--- config.mk ---
export PLATFORM = sky130hd
export DESIGN_NAME = message_serializer_flat
export DESIGN_NICKNAME = d
export VERILOG_FILES = /design/src/rtl/message_serializer_if.sv /design/src/rtl/message_serializer.sv /design/src/flat_wrapper.sv
export SDC_FILE = /design/constraint.sdc
export NUM_CORES = 1
export LEC_CHECK = 0
export CELL_PAD_IN_SITES_DETAIL_PLACEMENT = 0
export CELL_PAD_IN_SITES_GLOBAL_PLACEMENT = 1
export CORE_MARGIN = 4
export CORE_UTILIZATION = 30
export CTS_CLUSTER_SIZE = 25
export DETAILED_ROUTE_END_ITERATION = 10
export PLACE_DENSITY_LB_ADDON = 0.2
export SLEW_MARGIN = 20
export SYNTH_ARGS = -nofsm -noshare
export SYNTH_HDL_FRONTEND = slang
export SYNTH_SLANG_ARGS = --single-unit
--- constraint.sdc ---
create_clock -name clk -period 2.92 [get_ports clk]
set_input_delay 0.438 -clock clk [delete_from_list [all_inputs] [get_ports clk]]
set_output_delay 0.438 -clock clk [all_outputs]
set_load 0.05 [all_outputs]
--- src/rtl/message_serializer_if.sv ---
// Bus between a message source and the framed serial transmitter:
// the request/payload going in and the serial line plus status coming out.
interface message_serializer_if #(
    parameter int MSG_WIDTH = 5
);
    logic                 send;
    logic [MSG_WIDTH-1:0] message;
    logic                 data;
    logic                 busy;
    logic                 done;

    modport master (
        output send,
        output message,
        input  data,
        input  busy,
        input  done
    );

    modport slave (
        input  send,
        input  message,
        output data,
        output busy,
        output done
    );
endinterface

--- src/rtl/message_serializer.sv ---
// Framed serial transmitter: on a rising edge of send it latches the message
// and drives start bit, data bits, optional parity bit and stop bit on a
// single idle-high line, each bit held for CLKS_PER_BIT clocks. All outputs
// come straight from flops; they are loaded from the next-state values.
module message_serializer #(
    parameter int MSG_WIDTH    = 5,
    parameter int CLKS_PER_BIT = 4,
    parameter int PARITY_EN    = 1,
    parameter int PARITY_ODD   = 0,
    parameter int MSB_FIRST    = 1
) (
    input logic                 clk,
    input logic                 rst,
    message_serializer_if.slave bus
);

    localparam int CNT_W = (CLKS_PER_BIT > 1) ? $clog2(CLKS_PER_BIT) : 1;
    localparam int BIT_W = $clog2(MSG_WIDTH + 1);
    localparam logic [CNT_W-1:0] CNT_LAST = CNT_W'(CLKS_PER_BIT - 1);
    localparam logic [BIT_W-1:0] BIT_LAST = BIT_W'(MSG_WIDTH - 1);

    typedef enum logic [2:0] {
        IDLE,
        START,
        DATA,
        PARITY,
        STOP
    } state_t;

    state_t               state;
    state_t               state_next;
    logic [CNT_W-1:0]     cyc_cnt;
    logic [CNT_W-1:0]     cyc_next;
    logic [BIT_W-1:0]     bit_cnt;
    logic [BIT_W-1:0]     bit_next;
    logic [MSG_WIDTH-1:0] shift_reg;
    logic [MSG_WIDTH-1:0] shift_next;
    logic [MSG_WIDTH-1:0] parity_src;
    logic [MSG_WIDTH-1:0] parity_next;
    logic                 send_q;
    logic                 data_q;
    logic                 data_next;
    logic                 busy_q;
    logic                 busy_next;
    logic                 done_q;
    logic                 done_next;
    logic                 period_end;

    // Line level for a given state; DATA shows the bit at the outgoing end
    // of the shift register, PARITY recomputes from the latched message.
    function automatic logic line_level(input state_t st,
                                        input logic [MSG_WIDTH-1:0] sh,
                                        input logic [MSG_WIDTH-1:0] par);
        logic lvl;
        case (st)
            START:   lvl = 1'b0;
            DATA:    lvl = (MSB_FIRST != 0) ? sh[MSG_WIDTH-1] : sh[0];
            PARITY:  lvl = (^par) ^ (PARITY_ODD != 0);
            default: lvl = 1'b1;
        endcase
        return lvl;
    endfunction

    assign period_end = (cyc_cnt == CNT_LAST);

    // Next-state, counters, shift register and the registered output values
    always_comb begin
        state_next  = state;
        cyc_next    = cyc_cnt;
        bit_next    = bit_cnt;
        shift_next  = shift_reg;
        parity_next = parity_src;
        done_next   = 1'b0;

        case (state)
            IDLE: begin
                // send_q resets high, so a level already high at reset
                // release is not mistaken for a rising edge.
                if (bus.send && !send_q) begin
                    state_next  = START;
                    shift_next  = bus.message;
                    parity_next = bus.message;
                    cyc_next    = '0;
                    bit_next    = '0;
                end
            end
            START: begin
                if (period_end) begin
                    cyc_next   = '0;
                    state_next = DATA;
                end else begin
                    cyc_next = cyc_cnt + CNT_W'(1);
                end
            end
            DATA: begin
                if (period_end) begin
                    cyc_next   = '0;
                    shift_next = (MSB_FIRST != 0) ? (shift_reg << 1) : (shift_reg >> 1);
                    bit_next   = bit_cnt + BIT_W'(1);
                    if (bit_cnt == BIT_LAST) begin
                        state_next = (PARITY_EN != 0) ? PARITY : STOP;
                    end
                end else begin
                    cyc_next = cyc_cnt + CNT_W'(1);
                end
            end
            PARITY: begin
                if (period_end) begin
                    cyc_next   = '0;
                    state_next = STOP;
                end else begin
                    cyc_next = cyc_cnt + CNT_W'(1);
                end
            end
            STOP: begin
                if (period_end) begin
                    cyc_next   = '0;
                    state_next = IDLE;
                    done_next  = 1'b1;
                end else begin
                    cyc_next = cyc_cnt + CNT_W'(1);
                end
            end
            default: begin
                state_next = IDLE;
            end
        endcase

        data_next = line_level(state_next, shift_next, parity_next);
        busy_next = (state_next != IDLE);
    end

    // State, datapath and output registers; reset returns the line to idle at once
    always_ff @(posedge clk or negedge rst) begin
        if (!rst) begin
            state      <= IDLE;
            cyc_cnt    <= '0;
            bit_cnt    <= '0;
            shift_reg  <= '0;
            parity_src <= '0;
            send_q     <= 1'b1;
            data_q     <= 1'b1;
            busy_q     <= 1'b0;
            done_q     <= 1'b0;
        end else begin
            state      <= state_next;
            cyc_cnt    <= cyc_next;
            bit_cnt    <= bit_next;
            shift_reg  <= shift_next;
            parity_src <= parity_next;
            send_q     <= bus.send;
            data_q     <= data_next;
            busy_q     <= busy_next;
            done_q     <= done_next;
        end
    end

    assign bus.data = data_q;
    assign bus.busy = busy_q;
    assign bus.done = done_q;

endmodule
--- src/flat_wrapper.sv ---
// flat-port wrapper written by rule: the top's interface ports become plain ports
module message_serializer_flat 
#(
    parameter int MSG_WIDTH    = 5,
    parameter int CLKS_PER_BIT = 4,
    parameter int PARITY_EN    = 1,
    parameter int PARITY_ODD   = 0,
    parameter int MSB_FIRST    = 1
)
  (clk, rst, bus_send, bus_message, bus_data, bus_busy, bus_done);
  message_serializer_if #(.MSG_WIDTH(MSG_WIDTH)) bus_i ();
  input logic clk;
  input logic rst;
  input wire logic [$bits(bus_i.send)-1:0] bus_send;
  input wire logic [$bits(bus_i.message)-1:0] bus_message;
  output wire logic [$bits(bus_i.data)-1:0] bus_data;
  output wire logic [$bits(bus_i.busy)-1:0] bus_busy;
  output wire logic [$bits(bus_i.done)-1:0] bus_done;
  assign bus_i.send = bus_send;
  assign bus_i.message = bus_message;
  assign bus_data = bus_i.data;
  assign bus_busy = bus_i.busy;
  assign bus_done = bus_i.done;
  message_serializer #(.MSG_WIDTH(MSG_WIDTH), .CLKS_PER_BIT(CLKS_PER_BIT), .PARITY_EN(PARITY_EN), .PARITY_ODD(PARITY_ODD), .MSB_FIRST(MSB_FIRST)) u_core (.clk(clk), .rst(rst), .bus(bus_i));
endmodule
# Yosys cells after proc, flatten, opt, wreduce, memory -nomap -nowiden

Index checks and enable logic that the tools add are counted.
Widths: inputs -> output; s select.

Add/subtract/negate cells: 2
Equal/unequal tests: 11
Mux-type cells: 21
Reduce and logical (&&, ||, !) cells: 10

Operator list:

| operator            | count |
|---|---|
| $mux 3              | 8 |
| $mux 5              | 4 |
| $pmux 3 s5          | 1 |
| $eq 3x2->1 const B  | 4 |
| $pmux 5 s2          | 1 |
| $eq 3x1->1 const B  | 2 |
| $eq 3x3->1 const B  | 2 |
| $pmux 3 s2          | 1 |
| $reduce_xor 5->1    | 1 |
| $mux 2              | 2 |
| $ne 2x1->1 const B  | 2 |
| $pmux 2 s2          | 1 |
| $reduce_bool 2->1   | 2 |
| $reduce_or 4->1     | 1 |
| $add 3x1->3 const B | 1 |
| $logic_not 3->1     | 1 |
| $pmux 1 s3          | 1 |
| $reduce_and 3->1    | 1 |
| $reduce_bool 3->1   | 1 |
| $add 2x1->2 const B | 1 |
| $eq 2x2->1 const B  | 1 |
| $mux 1              | 2 |
| $reduce_and 2->1    | 1 |
| $logic_and 1x1->1   | 1 |
| $logic_not 1->1     | 1 |

Flip-flop bits (word level): 22
Bits of input ports: 8
Output and inout bits: 3
Word-level logic and storage cells: 54

# Logic depth before layout (Yosys ltp)

Gate-level depths: netlist (run 1).

Word-level depth: 6
Depth in mapped cells: 7
Depth with buffers taken out: 6

# Worst setup path before layout (run 1)

OpenSTA, ideal clock, no wires.

Path type: register -> register
From: reg u_core.cyc_cnt[0]
To: reg u_core.shift_reg[1]
Library setup time: 0.126 ns
Arrival: 1.461 ns
Data required time: 2.794 ns
Slack: 1.333 ns
Stages on the path, launching flop included: 7
Buffers on the path: 2
Clock period less this slack: 1.587 ns
Cell sequence: dfrtp_1 -> ha_1 -> buf_2 -> nor4bb_1 -> buf_2 -> nor2_1 -> a221o_1

Longest elaborated chain between the ends: 3

RTL lines:

| item                              | line                      | source |
|---|---|---|
| from (decl)                       | message_serializer.sv:32  | `logic [CNT_W-1:0] cyc_cnt;` |
| from (signal assigned)            | message_serializer.sv:147 | `cyc_cnt <= cyc_next;` |
| $eq 2x2->1                        | message_serializer.sv:64  | `assign period_end = (cyc_cnt == CNT_LAST);` |
| $ne 2x1->1 (no source line)       | -                         |  |
| $reduce_and 3->1 (no source line) | -                         |  |
| to (signal assigned)              | message_serializer.sv:149 | `shift_reg <= shift_next;` |
| to (decl)                         | message_serializer.sv:36  | `logic [MSG_WIDTH-1:0] shift_reg;` |

No other way between the ends.
A chain may end at the register's enable or synchronous reset.

# Worst setup path in the final report (run 1)

From: reg u_core.data_q, in the netlist u_core.bus.data
To: out bus_data

RTL lines:

| item                   | line                      | source |
|---|---|---|
| from (decl)            | message_serializer.sv:41  | `logic data_q;` |
| from (signal assigned) | message_serializer.sv:152 | `data_q <= data_next;` |
| to (decl)              | flat_wrapper.sv:16        | `output wire logic [$bits(bus_i.data)-1:0] bus_data;` |

No word-level cell between the ends.

==> impl_metrics.env, run 1 <==
export IMPL_synth_async_reset_ratio_pct=100
export IMPL_viasPerCell=4.91
export IMPL_holdCritStartpoint="u_core.cyc_cnt[0]$_DFFE_PN0P_"
export IMPL_cts_max_level=1
export IMPL_clk_pin_slew_ns=0.07
export IMPL_gp_congestion=0.726
export IMPL_cts_sinks=22
export IMPL_ys_warn_count=0
export IMPL_layout_min_cycle_time_ns=2.00
export IMPL_fmax_mhz=500
export IMPL_tns_ns=0
export IMPL_endpoint_kind="output pin"
export IMPL_yosysUniqueCellTypes=38
export IMPL_coreArea_mm2=0.00347
export IMPL_worstPathRequired_ns=2.48
export IMPL_utilization_pct=37.4
export IMPL_first_iter_violations=32
export IMPL_clock_skew_ns=0.00251
export IMPL_path_class="reg -> out"
export IMPL_overflow=0
export IMPL_synthAdderAreaFrac_pct=3.36
export IMPL_power_density_mw_per_mm2=1020
export IMPL_diodes=0
export IMPL_finalPower_mw=1.32
export IMPL_syn_nets=101
export IMPL_ys_ff_latch=22
export IMPL_vias=717
export IMPL_r2r_cells=5
export IMPL_final_common_cell="dfrtp_1"
export IMPL_synth_main_ff_cell="dfrtp_1"
export IMPL_reg2reg_slack_ns=1.13
export IMPL_io_pins=11
export IMPL_netlist_area_mm2=0.00112
export IMPL_clock_path_buffers=2
export IMPL_cp_max_fo=1
export IMPL_seq_area_frac_synth_pct=49.4
export IMPL_crit_slowest_cell="clkdlybuf4s50_1"
export IMPL_grt_usage_pct=9.56
export IMPL_timing_rr_start="u_core.cyc_cnt[1]$_DFFE_PN0P_"
export IMPL_synth_compound_area_share_pct=13.2
export IMPL_rsz0062_at_grt="false"
export IMPL_post_cts_resized=0
export IMPL_die_h_um=69.1
export IMPL_final_cell_mix="dfrtp_1 (20), clkdlybuf4s50_1 (10), mux2_2 (6), inv_1 (4), and3_1 (4)"
export IMPL_drv_slew=0
export IMPL_initial_core_util_pct=32.3
export IMPL_drcViolationCount=0
export IMPL_grt_max_degree=23
export IMPL_min_to="u_core.cyc_cnt[0]$_DFFE_PN0P_"
export IMPL_synth_xor_area_share_pct=8.72
export IMPL_drive_above_1_share_pct=17.0
export IMPL_hold_viol=0
export IMPL_synth_mux_area_share_pct=7.83
export IMPL_synth_edf_count=0
export IMPL_maxCapViolations=0
export IMPL_path_cells="clkdlybuf4s50_1"
export IMPL_min_path_type="reg -> reg"
export IMPL_routed_wl_mm=2.10
export IMPL_leakagePower_nw=0.576
export IMPL_grt_pass1_wl_mm=3.70
export IMPL_outcome="complete, no violations"
export IMPL_antenna_found_initial=0
export IMPL_cp_start_kind="register"
export IMPL_rows=21
export IMPL_cpPeakStageDelay_ns=0.79
export IMPL_tightest_slew_ns=0.499
export IMPL_post_cts_buffers=0
export IMPL_syn_inst=90
export IMPL_area_growth_pct=15.9
export IMPL_cts_buffers=3
export IMPL_wl_per_cell_um=14.3
export IMPL_cp_buffers_inverters=1
export IMPL_ctsHoldBuffers=0
export IMPL_irDropWorstVdd_uv=342
export IMPL_critPathTopFamily="buffers and inverters"
export IMPL_period_share_pct=68.5
export IMPL_grt_pass1_vias=773
export IMPL_insertion_delay_ns=0.25
export IMPL_reg2reg_to="u_core.shift_reg[3]$_DFFE_PN0P_"
export IMPL_dp_hpwl_mm=1.53
export IMPL_fin_nets=113
export IMPL_synth_area_per_cell_um2=12.4
export IMPL_synthSimpleGateAreaFrac_pct=12.9
export IMPL_die_area_mm2=0.00477
export IMPL_firstDrtPassIters=4
export IMPL_cts_root_buf="clkbuf_8"
export IMPL_drtAntennaViolNets=0
export IMPL_port_buffer_count=10
export IMPL_cp_data_arrival_time_ns=1.56
export IMPL_relSlewSlack_pct=66.6
export IMPL_die_width_um=69.1
export IMPL_synth_top_family_by_area="compound AO/OA/AOI/OAI gates"
export IMPL_setup_viol=0
export IMPL_min_path_cells=1
export IMPL_cts_tree="yes"
## cell usage after synthesis (2+ instances only)
master / instances / share of area (%)
xnor3_1: 2 / 4.0
a21o_1: 2 / 1.3
xor2_1: 3 / 2.3
nor2_1: 3 / 1.0
buf_6: 2 / 2.0
xnor2_1: 3 / 2.3
mux2i_1: 2 / 1.8
a22o_1: 2 / 1.6
and3_1: 4 / 2.2
a221o_1: 3 / 2.7
nand2_1: 3 / 1.0
ha_1: 3 / 3.4
buf_2: 2 / 0.89
mux2_2: 6 / 6.0
inv_1: 4 / 1.3
nand4_1: 2 / 1.1
nand3_1: 2 / 0.89
o21ai_0: 2 / 0.89
dfrtp_1: 20 / 45
dfstp_2: 2 / 4.7
## how the worst max path moves through the flow
stage,start,to,slack [ns],depth (start not counted)
6_report,u_core.bus.data$_DFF_PN1_,bus_data,0.92,1
4_1_cts,u_core.bus.data$_DFF_PN1_,bus_data,0.90,1
2_1_floorplan,u_core.cyc_cnt[0]$_DFFE_PN0P_,u_core.shift_reg[1]$_DFFE_PN0P_,1.33,6
5_1_grt,u_core.bus.data$_DFF_PN1_,bus_data,0.89,1
3_5_place_dp,bus_send,u_core.shift_reg[3]$_DFFE_PN0P_,0.77,5
3_3_place_gp,bus_send,u_core.shift_reg[2]$_DFFE_PN0P_,0.84,5
## stage by stage
| stage | hold WS (ns) | std cells | worst slack, ns | area (um2) |
|---|---|---|---|---|
| after floorplan | 0.142 | 90 | 1.33 | 1120 |
| after global placement | 0.489 | 143 | 0.836 | 1250 |
| after detailed placement | 0.499 | 143 | 0.775 | 1250 |
| after CTS | 0.525 | 146 | 0.900 | 1300 |
| after global routing | 0.536 | 146 | 0.889 | 1300 |
| final | 0.521 | 146 | 0.918 | 1300 |
## layer usage
metal	wire [um]	GRT usage [%]
met5	0	0
met4	14	3.25
met3	84	2.47
met2	985	14.2
met1	1010	13.4
## final cells by class
| cell class | instances | area (um2) |
|---|---|---|
| Clock buffer | 3 | 41.3 |
| Fill cell | 350 | 2170 |
| Inverter | 4 | 15.0 |
| Multi-Input combinational cell | 59 | 514 |
| Sequential cell | 22 | 553 |
| Tap cell | 46 | 57.6 |
| Timing Repair Buffer | 12 | 115 |
## logic make-up after synthesis
group / count (synthesis)
and+or+nand+nor: 22
adders and majority gates: 3
buffers and inverters: 9
xor gates and xnor gates: 8
muxes: 8
AOI/OAI and AO/OA: 18
DFF: 22
## where the power goes
part / internal, mW / switching, mW / total [mW]
clock network: 0.0918 / 0.0903 / 0.182
logic: 0.311 / 0.289 / 0.600
registers: 0.438 / 0.103 / 0.541
total: 0.840 / 0.483 / 1.32
(Power assumes the default switching activity.)
==> inputs of run 2 (changes only) <==
==> constraint.sdc (replaced) <==
create_clock -name clk -period 1.9 [get_ports clk]
set_input_delay 0.285 -clock clk [delete_from_list [all_inputs] [get_ports clk]]
set_output_delay 0.285 -clock clk [all_outputs]
set_load 0.05 [all_outputs]
==> run 2 against run 1 <==
Sequential power up 52%. Clock skew down 0.0015 ns. Power up 60%. Register-to-register slack worse by 0.91 ns. Critical path depth up 5. Non-clock buffer count up 5. Largest power group unchanged. Sequential share of layout area down 1.5 points. Flip-flop and latch count unchanged. Global-route usage down 0.15 points.
==> impl_metrics.env, run 2 (same netlist as run 1, synthesis figures left out) <==
export IMPL_dpl_instance_area_mm2=0.00129
export IMPL_die_h_um=69.1
export IMPL_ctsHoldBuffers=0
export IMPL_firstDrtPassIters=4
export IMPL_drtAntennaViolNets=0
export IMPL_worstPathRequired_ns=2.09
export IMPL_fmax_mhz=597
export IMPL_fin_ws_ns=0.224
export IMPL_io_pins=11
export IMPL_hold_viol=0
export IMPL_setup_viol=0
export IMPL_wl_per_cell_um=13.3
export IMPL_cts_max_level=1
export IMPL_regArea_um2=553
export IMPL_viasPerCell=4.85
export IMPL_cp_data_arrival_time_ns=1.86
export IMPL_grt_pass1_vias=754
export IMPL_clock_skew_ns=0.00103
export IMPL_path_class="reg -> reg"
export IMPL_antenna_found_initial=0
export IMPL_port_buffer_count=10
export IMPL_diodes=0
export IMPL_period_share_pct=88.2
export IMPL_cp_max_fo=8
export IMPL_die_width_um=69.1
export IMPL_grt_max_degree=23
export IMPL_cts_root_buf="clkbuf_8"
export IMPL_post_cts_resized=0
export IMPL_layout_min_cycle_time_ns=1.68
export IMPL_clock_path_buffers=2
export IMPL_overflow=0
export IMPL_tns_ns=0
export IMPL_drv_slew=0
export IMPL_tightest_slew_ns=0.487
export IMPL_grt_pass1_wl_mm=3.66
export IMPL_cp_start_kind="register"
export IMPL_dp_hpwl_mm=1.49
export IMPL_clk_pin_slew_ns=0.07
export IMPL_min_path_type="in -> async"
export IMPL_utilization_pct=38.8
export IMPL_irDropWorstVdd_uv=509
export IMPL_rsz0062_at_grt="false"
export IMPL_gp_congestion=0.751
export IMPL_initial_core_util_pct=32.3
export IMPL_die_area_mm2=0.00477
export IMPL_first_iter_violations=39
export IMPL_drive_above_1_share_pct=22.6
export IMPL_outcome="complete, no violations"
export IMPL_vias=737
export IMPL_grt_usage_pct=9.41
export IMPL_multi_input_area_um2=514
export IMPL_coreArea_mm2=0.00347
export IMPL_maxCapViolations=0
export IMPL_final_common_cell="dfrtp_1"
export IMPL_fin_nets=118
export IMPL_leakagePower_nw=0.609
export IMPL_relSlewSlack_pct=67.4
export IMPL_endpoint_kind="register"
export IMPL_area_growth_pct=20.2
export IMPL_power_density_mw_per_mm2=1580
export IMPL_cts_tree="yes"
export IMPL_insertion_delay_ns=0.26
export IMPL_drcViolationCount=0
export IMPL_nFillCells=340
export IMPL_dp_slack_ns=0.0471
export IMPL_post_cts_buffers=0
export IMPL_cts_buffers=3
export IMPL_final_cell_mix="dfrtp_1 (20), clkdlybuf4s50_1 (9), buf_4 (8), mux2_2 (6)"
export IMPL_design_area_mm2=0.00135
export IMPL_rows=21
export IMPL_cts_sinks=22
export IMPL_routed_wl_mm=2.02
## run 2: area by class of cell
cell class / count / share of cell area [%]
Tap cell: 46 / 4.28
Multi-Input combinational cell: 59 / 38.2
Clock buffer: 4 / 4.09
Sequential cell: 22 / 41.1
Inverter: 4 / 1.12
Timing Repair Buffer: 17 / 11.2
## run 2: layer usage
layer	GRT usage [%]	part of all wire, %	vias to the layer above
met2	15.0	47	17
met3	3.63	4.5	2
met5	0	0	-
li1	-	-	359
met1	12.1	48	359
met4	1.95	0.69	0
## run 2: worst paths after layout
| kind | start | endpoint | slack, ns | depth (start not counted) |
|---|---|---|---|---|
| setup reg to reg | u_core.cyc_cnt[0]$_DFFE_PN0P_ | u_core.bus.data$_DFF_PN1_ | 0.22 | 6 |
| min in group clk | u_core.shift_reg[0]$_DFFE_PN0P_ | u_core.shift_reg[0]$_DFFE_PN0P_ | 0.51 | 1 |
| max in group asynchronous | rst | u_core.bus.data$_DFF_PN1_ | 1.24 | 2 |
| hold reg to reg | u_core.shift_reg[0]$_DFFE_PN0P_ | u_core.shift_reg[0]$_DFFE_PN0P_ | 0.51 | 1 |
| hold / removal | rst | u_core.bus.busy$_DFF_PN0_ | 0.38 | 2 |
| setup / recovery | u_core.cyc_cnt[0]$_DFFE_PN0P_ | u_core.bus.data$_DFF_PN1_ | 0.22 | 6 |
## run 2: report_power, final
group	switching (mW)	internal, mW
clock network	0.142	0.184
logic	0.458	0.512
registers	0.150	0.673
total	0.749	1.37
## run 2: worst max-delay path: stages (launching register included)
cell and delay [ns]:
dfrtp_1 0.40, ha_1 0.23, buf_4 0.17, a21bo_2 0.20, a21oi_1 0.27, o211ai_1 0.17, o22ai_2 0.16
## run 2: through the flow
stage / cells / total power [mW] / hold slack (ns)
floorplan: 90 / 1.57 / -0.0106
global placement: 148 / 1.79 / 0.488
detailed placement: 148 / 1.81 / 0.488
CTS: 152 / 2.15 / 0.381
global route: 152 / 2.30 / 0.403
finish: 152 / 2.12 / 0.384
